### config.mk
export PLATFORM = sky130hd
export DESIGN_NAME = chroma_track_filter_flat
export DESIGN_NICKNAME = d
export VERILOG_FILES = /design/src/rtl/chroma_track_filter_pkg.sv /design/src/rtl/chroma_track_filter_if.sv /design/src/rtl/chroma_avg_filter.sv /design/src/rtl/chroma_track_filter.sv /design/src/flat_wrapper.sv
export SDC_FILE = /design/constraint.sdc
export NUM_CORES = 1
export LEC_CHECK = 0
export BUFFER_PORTS_ARGS = -buffer_cell sky130_fd_sc_hd__buf_2
export CAP_MARGIN = 20
export CORE_AREA = 8 8 135 137
export CTS_BUF_LIST = sky130_fd_sc_hd__clkbuf_4
export CTS_CLUSTER_DIAMETER = 80
export DETAILED_ROUTE_END_ITERATION = 10
export DIE_AREA = 0 0 143 145
export GPL_TIMING_DRIVEN = 0
export HOLD_SLACK_MARGIN = 0.02
export PLACE_DENSITY = 0.54
export SETUP_SLACK_MARGIN = 0.15
export SYNTH_ARGS = -nofsm -noshare
export SYNTH_HDL_FRONTEND = slang
export SYNTH_SLANG_ARGS = --single-unit
export TNS_END_PERCENT = 1
### constraint.sdc
create_clock -name vga_pclk -period 5.1 [get_ports vga_pclk]
set_input_delay 0 -clock vga_pclk [delete_from_list [all_inputs] [get_ports vga_pclk]]
set_output_delay 0 -clock vga_pclk [all_outputs]
set_load 0.02 [all_outputs]
### src/rtl/chroma_track_filter_pkg.sv
// Shared types and constants for the chroma-key target tracker.
package chroma_pkg;

  localparam int H_ACTIVE = 640;

  typedef enum logic [1:0] {
    DIR_CENTER = 2'b00,
    DIR_LEFT   = 2'b01,
    DIR_RIGHT  = 2'b10,
    DIR_LOST   = 2'b11
  } dir_t;

  typedef enum logic [1:0] {
    IDLE    = 2'b00,
    CAPTURE = 2'b01,
    FILTER  = 2'b10,
    PUBLISH = 2'b11
  } trk_state_t;

endpackage

### src/rtl/chroma_track_filter_if.sv
// Detector-facing inputs and steering outputs of the tracker.
import chroma_pkg::*;

interface chroma_track_filter_if;
  logic       en;
  logic [9:0] y_pixel;
  logic [9:0] chr_min_x;
  logic [9:0] chr_max_x;
  logic [9:0] avg_center_x;
  logic [9:0] target_width;
  logic       target_valid;
  dir_t       dir;
  logic       upd;

  // Source of video timing / detector extents; consumer of steering
  modport master (
    output en, y_pixel, chr_min_x, chr_max_x,
    input  avg_center_x, target_width, target_valid, dir, upd
  );

  // The tracker itself
  modport slave (
    input  en, y_pixel, chr_min_x, chr_max_x,
    output avg_center_x, target_width, target_valid, dir, upd
  );
endinterface

### src/rtl/chroma_avg_filter.sv
// Moving average of the target centre over 2**AVG_LOG2 frames.
// avg is a look-ahead: it reflects this cycle's preload/push, so the
// caller can register the refreshed average on the same edge.
import chroma_pkg::*;

module chroma_avg_filter #(
  parameter int AVG_LOG2 = 2
) (
  input  logic       clk,
  input  logic       rst_n,
  input  logic       preload,
  input  logic       push,
  input  logic [9:0] din,
  output logic [9:0] avg
);
  localparam int DEPTH = 1 << AVG_LOG2;
  localparam int SW    = 10 + AVG_LOG2;

  logic [DEPTH-1:0][9:0] hist_q, hist_d;
  logic [SW-1:0]         sum_q, sum_d;

  // Preload fills every slot (fresh acquisition); push shifts one centre in
  always_comb begin
    hist_d = hist_q;
    sum_d  = sum_q;
    if (preload) begin
      for (int i = 0; i < DEPTH; i++) hist_d[i] = din;
      sum_d = SW'(din) << AVG_LOG2;
    end else if (push) begin
      hist_d[0] = din;
      for (int i = 1; i < DEPTH; i++) hist_d[i] = hist_q[i-1];
      sum_d = sum_q + SW'(din) - SW'(hist_q[DEPTH-1]);
    end
  end

  // History and running sum registers
  always_ff @(posedge clk or negedge rst_n) begin
    if (!rst_n) begin
      hist_q <= '0;
      sum_q  <= '0;
    end else begin
      hist_q <= hist_d;
      sum_q  <= sum_d;
    end
  end

  assign avg = sum_d[AVG_LOG2 +: 10];

endmodule

### src/rtl/chroma_track_filter.sv
// Per-frame chroma target tracker: samples detector extents as the scan
// leaves SAMPLE_LINE, validates, averages the centre, tracks loss and
// publishes a registered steering direction once per frame.
import chroma_pkg::*;

module chroma_track_filter #(
  parameter int SAMPLE_LINE = 240,
  parameter int CENTER_X    = 320,
  parameter int DEADBAND    = 16,
  parameter int MIN_WIDTH   = 8,
  parameter int AVG_LOG2    = 2,
  parameter int LOST_FRAMES = 8
) (
  input  logic                  vga_pclk,
  input  logic                  reset_n,
  chroma_track_filter_if.slave  bus
);
  localparam int LW = $clog2(LOST_FRAMES + 1);

  trk_state_t    state_q, state_d;
  logic [9:0]    y_prev_q, y_prev_d;
  logic [9:0]    min_q, min_d, max_q, max_d;
  logic [LW-1:0] lost_q, lost_d;
  logic          acq_q, acq_d;
  logic [9:0]    avg_q, avg_d, width_q, width_d;
  logic          valid_q, valid_d, upd_q, upd_d;
  dir_t          dir_q, dir_d;

  logic          sample_evt, smp_valid, preload, push;
  logic [10:0]   smp_width, smp_sum;
  logic [9:0]    smp_center, filt_avg;

  function automatic dir_t steer(input logic [9:0] a);
    if (int'(a) < CENTER_X - DEADBAND)      return DIR_LEFT;
    else if (int'(a) > CENTER_X + DEADBAND) return DIR_RIGHT;
    else                                    return DIR_CENTER;
  endfunction

  assign sample_evt = bus.en && (y_prev_q == 10'(SAMPLE_LINE)) &&
                      (bus.y_pixel != 10'(SAMPLE_LINE));

  // Sample qualification on the latched extents (11-bit so no wrap)
  assign smp_width  = {1'b0, max_q} - {1'b0, min_q};
  assign smp_valid  = (max_q > min_q) && (smp_width >= 11'(MIN_WIDTH));
  assign smp_sum    = {1'b0, min_q} + {1'b0, max_q};
  assign smp_center = smp_sum[10:1];

  assign preload = (state_q == FILTER) && smp_valid && !acq_q;
  assign push    = (state_q == FILTER) && smp_valid &&  acq_q;

  chroma_avg_filter #(.AVG_LOG2(AVG_LOG2)) u_avg (
    .clk     (vga_pclk),
    .rst_n   (reset_n),
    .preload (preload),
    .push    (push),
    .din     (smp_center),
    .avg     (filt_avg)
  );

  // Next-state: sequencer, loss tracking and output staging.
  // Outputs are loaded on the FILTER->PUBLISH edge so that they and upd
  // are live for the whole PUBLISH cycle.
  always_comb begin
    state_d  = state_q;
    y_prev_d = bus.y_pixel;
    min_d    = min_q;
    max_d    = max_q;
    lost_d   = lost_q;
    acq_d    = acq_q;
    avg_d    = avg_q;
    width_d  = width_q;
    valid_d  = valid_q;
    dir_d    = dir_q;
    upd_d    = 1'b0;
    unique case (state_q)
      IDLE:    if (sample_evt) state_d = CAPTURE;
      CAPTURE: begin
        min_d   = bus.chr_min_x;
        max_d   = bus.chr_max_x;
        state_d = FILTER;
      end
      FILTER: begin
        state_d = PUBLISH;
        upd_d   = 1'b1;
        if (smp_valid) begin
          lost_d = '0;
          acq_d  = 1'b1;
        end else begin
          if (lost_q < LW'(LOST_FRAMES)) lost_d = lost_q + 1'b1;
          if (lost_d == LW'(LOST_FRAMES)) acq_d = 1'b0;
        end
        if (acq_d) begin
          avg_d   = filt_avg;
          valid_d = 1'b1;
          dir_d   = steer(filt_avg);
          if (smp_valid) width_d = smp_width[9:0];
        end else begin
          valid_d = 1'b0;
          dir_d   = DIR_LOST;
        end
      end
      PUBLISH: state_d = IDLE;
      default: state_d = IDLE;
    endcase
  end

  // All tracker state and registered outputs
  always_ff @(posedge vga_pclk or negedge reset_n) begin
    if (!reset_n) begin
      state_q  <= IDLE;
      y_prev_q <= '0;
      min_q    <= '0;
      max_q    <= '0;
      lost_q   <= '0;
      acq_q    <= 1'b0;
      avg_q    <= 10'(CENTER_X);
      width_q  <= '0;
      valid_q  <= 1'b0;
      dir_q    <= DIR_LOST;
      upd_q    <= 1'b0;
    end else begin
      state_q  <= state_d;
      y_prev_q <= y_prev_d;
      min_q    <= min_d;
      max_q    <= max_d;
      lost_q   <= lost_d;
      acq_q    <= acq_d;
      avg_q    <= avg_d;
      width_q  <= width_d;
      valid_q  <= valid_d;
      dir_q    <= dir_d;
      upd_q    <= upd_d;
    end
  end

  assign bus.avg_center_x = avg_q;
  assign bus.target_width = width_q;
  assign bus.target_valid = valid_q;
  assign bus.dir          = dir_q;
  assign bus.upd          = upd_q;

endmodule

### src/flat_wrapper.sv
// flat-port wrapper written by rule: the top's interface ports become plain ports
module chroma_track_filter_flat 
#(
  parameter int SAMPLE_LINE = 240,
  parameter int CENTER_X    = 320,
  parameter int DEADBAND    = 16,
  parameter int MIN_WIDTH   = 8,
  parameter int AVG_LOG2    = 2,
  parameter int LOST_FRAMES = 8
)
  (vga_pclk, reset_n, bus_en, bus_y_pixel, bus_chr_min_x, bus_chr_max_x, bus_avg_center_x, bus_target_width, bus_target_valid, bus_dir, bus_upd);
  chroma_track_filter_if bus_i ();
  input  logic vga_pclk;
  input  logic reset_n;
  input wire logic [$bits(bus_i.en)-1:0] bus_en;
  input wire logic [$bits(bus_i.y_pixel)-1:0] bus_y_pixel;
  input wire logic [$bits(bus_i.chr_min_x)-1:0] bus_chr_min_x;
  input wire logic [$bits(bus_i.chr_max_x)-1:0] bus_chr_max_x;
  output wire logic [$bits(bus_i.avg_center_x)-1:0] bus_avg_center_x;
  output wire logic [$bits(bus_i.target_width)-1:0] bus_target_width;
  output wire logic [$bits(bus_i.target_valid)-1:0] bus_target_valid;
  output wire logic [$bits(bus_i.dir)-1:0] bus_dir;
  output wire logic [$bits(bus_i.upd)-1:0] bus_upd;
  assign bus_i.en = bus_en;
  assign bus_i.y_pixel = bus_y_pixel;
  assign bus_i.chr_min_x = bus_chr_min_x;
  assign bus_i.chr_max_x = bus_chr_max_x;
  assign bus_avg_center_x = bus_i.avg_center_x;
  assign bus_target_width = bus_i.target_width;
  assign bus_target_valid = bus_i.target_valid;
  assign bus_dir = bus_i.dir;
  assign bus_upd = bus_i.upd;
  chroma_track_filter #(.SAMPLE_LINE(SAMPLE_LINE), .CENTER_X(CENTER_X), .DEADBAND(DEADBAND), .MIN_WIDTH(MIN_WIDTH), .AVG_LOG2(AVG_LOG2), .LOST_FRAMES(LOST_FRAMES)) u_core (.vga_pclk(vga_pclk), .reset_n(reset_n), .bus(bus_i));
endmodule
# Yosys cells after proc, flatten, opt, wreduce, memory -nomap -nowiden

Index checks and enable logic that the tools add are counted.

Add/subtract/negate cells: 5
Magnitude comparators: 5
Equal/unequal tests: 7
Mux-type cells: 18
Reduce and logical (&&, ||, !) cells: 11

Operators with widths:

| kind                  | number |
|---|---|
| $mux W40              | 2 |
| $mux W12              | 2 |
| $mux W4               | 4 |
| $add A12 B10 Y12      | 1 |
| $sub A12 B10 Y12      | 1 |
| $add A10 B10 Y11      | 1 |
| $ge A11 B4 Y1 const B | 1 |
| $sub A10 B10 Y11      | 1 |
| $eq A10 B8 Y1 const B | 1 |
| $gt A10 B10 Y1        | 1 |
| $gt A10 B9 Y1 const B | 1 |
| $lt A10 B9 Y1 const B | 1 |
| $ne A10 B8 Y1 const B | 1 |
| $mux W2               | 4 |
| $pmux W2 S4           | 1 |
| $logic_and A1 B1 Y1   | 6 |
| $mux W1               | 5 |
| $add A4 B1 Y4 const B | 1 |
| $eq A2 B2 Y1 const B  | 2 |
| $eq A4 B4 Y1 const B  | 1 |
| $lt A4 B4 Y1 const B  | 1 |
| $reduce_and A3 Y1     | 1 |
| $eq A2 B1 Y1 const B  | 1 |
| $logic_not A2 Y1      | 1 |
| other kinds (4)       | 4 |

Register bits after elaboration: 113
Output and inout port bits: 24
Word-level logic and storage cells: 63

# Logic depth before layout (Yosys ltp)

Depth after elaboration: 11
Mapped depth: 22
Depth with buffers taken out: 22

# Hierarchy

A second synthesis with hierarchy kept.

Cells, all modules: 684
Area total of the unflattened synthesis: 6623.9 sq um

By module, submodules not included:

| module              | times used | cells an instance | area an instance (sq um) |
|---|---|---|---|
| chroma_track_filter | 1          | 327               | 3428.3 |
| chroma_avg_filter   | 1          | 357               | 3195.6 |

# Least setup slack after synthesis

OpenSTA, ideal clock, no wires.

Path kind: register to register
Start point: reg u_core.min_q[0]
End point: reg u_core.dir_q[1] (netlist: u_core.bus.dir[1])
Setup time: 0.068 ns
Arrival time: 4.400 ns
Slack: 0.633 ns
Stages on the path, launching flop included: 23
Path buffers: 0
Clock period less this slack: 4.467 ns
Path through: dfrtp_1 > ha_1 > inv_1 > fa_1 > o21ba_2 > o21ai_0 > a21oi_1 > nor2_1 > nor2_1 > o21bai_1 > xor2_1 > fa_1 > inv_1 > ha_1 > a21oi_1 > nor2b_1 > a311oi_1 > mux2i_1 > a21oi_1 > a31o_2 > a221oi_2 > o32ai_1 > nor2_1

Longest elaborated chain between the ends: 11
Elaborated cells on any way between the ends: 19
Classes of those cells: 4 x add/sub; 4 x order compare; 7 x mux; 4 x reduce/logical

Ends and longest elaborated chain:

| element                                                                  | line                       | source |
|---|---|---|
| start, declared                                                          | chroma_track_filter.sv:22  | `logic [9:0] min_q, min_d, max_q, max_d;` |
| start signal, assigned                                                   | chroma_track_filter.sv:124 | `min_q <= min_d;` |
| parallel branches: the longest is 6 deep, another holds $add A12 B10 Y12 | n/a                        |  |
| $mux W12 *                                                               | chroma_avg_filter.sv:26    | `if (preload) begin` |
| via u_core.filt_avg[9]                                                   | chroma_track_filter.sv:31  | `logic [9:0] smp_center, filt_avg;` |
| $gt A10 B9 Y1                                                            | chroma_track_filter.sv:35  | `else if (int'(a) > CENTER_X + DEADBAND) return DIR_RIGHT;` |
| $mux W2                                                                  | chroma_track_filter.sv:35  |  |
| $mux W2 *                                                                | chroma_track_filter.sv:34  | `if (int'(a) < CENTER_X - DEADBAND) return DIR_LEFT;` |
| $mux W2 *                                                                | chroma_track_filter.sv:92  | `if (acq_d) begin` |
| end signal, assigned                                                     | chroma_track_filter.sv:131 | `dir_q <= dir_d;` |
| end, declared                                                            | chroma_track_filter.sv:27  | `dir_t dir_q, dir_d;` |

Mark *: on every way through the listed nets, which the timed path passes. The select of a mux whose other input is x is not followed.
A chain may end at the register's enable or synchronous reset.

# Worst setup path after layout

Start point: reg u_core.max_q[4]
End point: reg u_core.dir_q[1] (netlist: u_core.bus.dir[1])

Longest elaborated chain between the ends: 11
Elaborated cells on any way between the ends: 19
Classes of those cells: 4 x add/sub; 4 x order compare; 7 x mux; 4 x reduce/logical

Ends and longest elaborated chain:

| element                                                                  | line                       | source |
|---|---|---|
| start, declared                                                          | chroma_track_filter.sv:22  |  |
| start signal, assigned                                                   | chroma_track_filter.sv:125 | `max_q <= max_d;` |
| parallel branches: the longest is 6 deep, another holds $add A12 B10 Y12 | n/a                        |  |
| $mux W12 *                                                               | chroma_avg_filter.sv:26    |  |
| via u_core.filt_avg[9]                                                   | chroma_track_filter.sv:31  |  |
| $gt A10 B9 Y1                                                            | chroma_track_filter.sv:35  |  |
| $mux W2                                                                  | chroma_track_filter.sv:35  |  |
| $mux W2 *                                                                | chroma_track_filter.sv:34  |  |
| $mux W2 *                                                                | chroma_track_filter.sv:92  |  |

Marks and branches as above.

==> run metrics <==
maximum clock path buffer count=2; drt pass-1 iters=4; routability cong.=0.873; reg-to-reg slack, setup=approximately 320 ps; clock buffer count from CTS=9; std cell rows=47; gr ovfl total=0; Synth Net Count=726; Slew Limit Fails=0; gr usage total=16.2%; Most used DFF post-synth=dfrtp_1; Min-Delay Endpoint=u_core.y_prev_q[0]; Die ar.=0.0207 sq mm; most frequent cells in the layout=107 x dfrtp_1, 83 x nand2_1, 56 x buf_2, 56 x inv_1, 56 x o21ai_0; Hold Fails Final Rpt=0; hold depth=2; Critical Path AT=roughly 5200 ps; Finished Core Util=about half; vias in the first global route=5204; Area Overhead vs Synth=23.9%; Synth async-reset ratio=100%; Critical Path Fanout Max=10; sequential area share after synthesis=44.5%; initial DRC count=between 200 and 250; Slew HR=41.9%; placed insts=921; Final period util=between 90% and 100%; R2R depth=20; Root Buffer=clkbuf_4; die width=between 100 and 150 um; CTS tree=built; H-tree levels=3; CTS Sinks=112; FF-to-FF End=u_core.bus.dir[1]; final WL=16400 um; I/O pin cnt=57; HP Start=bus_y_pixel[0]; RSZ-0062 raised after global routing=false; share of layout cells above drive strength 1=22.3%; synthesized area per cell=slightly below 10 sq um; Layout Cells excl Fill=a little under 1000; EDFF count, synth=0; Yosys warning count=0; Fmax=0.209 GHz; post-route minimum period=4780 ps; Final #Nets=approximately 850; Final ANT Viol Nets=0; routed len/inst=16.6 um; Worst EP required=5550 ps; first-pass GRT wire length=26800 um; max-cap viol count=0; initial antenna violation count=0; Clock transition at path regs=180 ps; Layout Skew=about 27 ps; Worst-Margin Slew=870 ps; Starting Density=39.0%; vias per cell=5.14; Netlist Area Pre-Place=0.00631 sq mm; critical path type=register to register; via count=5079; crit path capture type=register; post-detail-place hpwl=11800 um; Die Span Y=145 um; core area=between 0.015 and 0.02 sq mm; CP Launch Type=register; Hold Path Class=input port to register; largest net degree at the start of global routing=76; final setup vio count=0; commonest non-fill, non-tap cell in the layout=dfrtp_1; flops & latches, synth=112; Unique masters post-synth=74; RR Startpoint=u_core.max_q[4]; PortBufs=56; clk_lat worst skew=520 ps; diodes inserted=0; Gate Count Post-Synth=644; outcome=complete, no violations; Remaining DRCs=0
[logic make-up after synthesis]
kind of cell | after synthesis | share of synthesized area [%]
mux | 22 | 4.17
fa+ha+maj | 49 | 11.1
xor+xnor | 21 | 2.92
simple gates | 187 | 13.5
buf+inv | 90 | 6.03
compound gates | 163 | 17.8
flops | 112 | 44.5
[timing repair]
action / CTS / global route
hold buffers: 34 / 0
buffers inserted: 1 / 16
gates cloned: 0 / 0
gates resized for setup: 7 / 41
endpoints found under the hold margin: 140 / 0
setup endpoints to repair: 6 / 7
pin swaps: 0 / 14
[area by class of cell]
cell class	instances	area, sq um
multi-input combinational	442	3410
tap	220	275
sequential	112	2810
inverter	58	218
buffer	32	170
clock inverter	7	77.6
clock buffer	9	67.6
timing repair buffer	108	792
fill	1519	8360
[synth_stat cells, types with 4 or more instances]
cell type  instances  area, sq um
fa_1              12          240
xnor2_1            9         78.8
nor3_1             8         40.0
nor2b_1            5         31.3
ha_1              37          463
mux2_2            16          180
dfstp_2            4          105
nor2_1            55          206
a221o_1            8         80.1
o21ai_0           60          300
a21o_1             5         37.5
and2_1             6         37.5
dfrtp_1          108         2700
nand4_1            4         25.0
o21a_1             4         30.0
inv_1             57          214
clkbuf_1          21         78.8
nand2_1           83          312
o31ai_1           23          173
a21oi_1           15         75.1
a211oi_1           8         60.1
xor2_1            12          105
buf_6              4         45.0
[worst max path at each step]
stage	from	to	slack, ps	depth (start not counted)
detailed placement	u_core.min_q[0]	u_core.bus.dir[1]	-180	22
floorplan	u_core.min_q[0]	u_core.bus.dir[1]	630	22
CTS	u_core.min_q[1]	u_core.bus.dir[0]	120	20
global route	u_core.max_q[4]	u_core.bus.dir[1]	100	20
finish	u_core.max_q[4]	u_core.bus.dir[1]	320	20
global placement	u_core.min_q[0]	u_core.bus.dir[1]	-130	22
[registers in the layout, indices dropped and copies added (netlist names)]
register,flops
u_core.bus.avg_center_x,10
u_core.max_q,10
u_core.min_q,10
u_core.u_avg.hist_q,40
u_core.u_avg.sum_q,12
u_core.bus.dir,2
u_core.lost_q,4
u_core.bus.target_width,10
u_core.bus.target_valid,1
u_core.state_q,2
u_core.y_prev_q,10
u_core.bus.upd,1
[layer usage]
metal	global-route usage (%)	routed length, um	vias up
met3	2.46	499	23
met4	6.06	313	0
met5	0	0	-
met1	20.4	7320	2503
met2	27.4	8220	93
li1	-	-	2460
[worst max-delay path, stage by stage (launching register included)]
cell and delay (ps):
dfrtp_2 470, ha_4 280, buf_8 140, nor2_1 60, a21oi_2 170, o41ai_4 110
o41a_1 470, o41ai_4 420, nor2_2 90, fa_1 480, inv_1 60, ha_4 250
nor2b_1 140, a311oi_2 230, buf_4 180, mux2i_4 230, a21oi_1 90, a31o_2 240
a221oi_4 370, o32ai_2 120, nor2_1 130
[stage by stage]
step	setup slack (ps)	cell area (sq um)	hold slack (ps)	setup TNS (ps)
finish	316	7820	134	0
global route	98.7	7820	101	0
CTS	118	7450	88.3	0
detailed placement	-185	6900	-68.1	-472
global placement	-131	6860	119	-415
floorplan	633	6310	-296	0
Power is left out: the tool's default activity adds up to more than one toggle a clock period on the data nets, which glitch-free logic cannot reach.
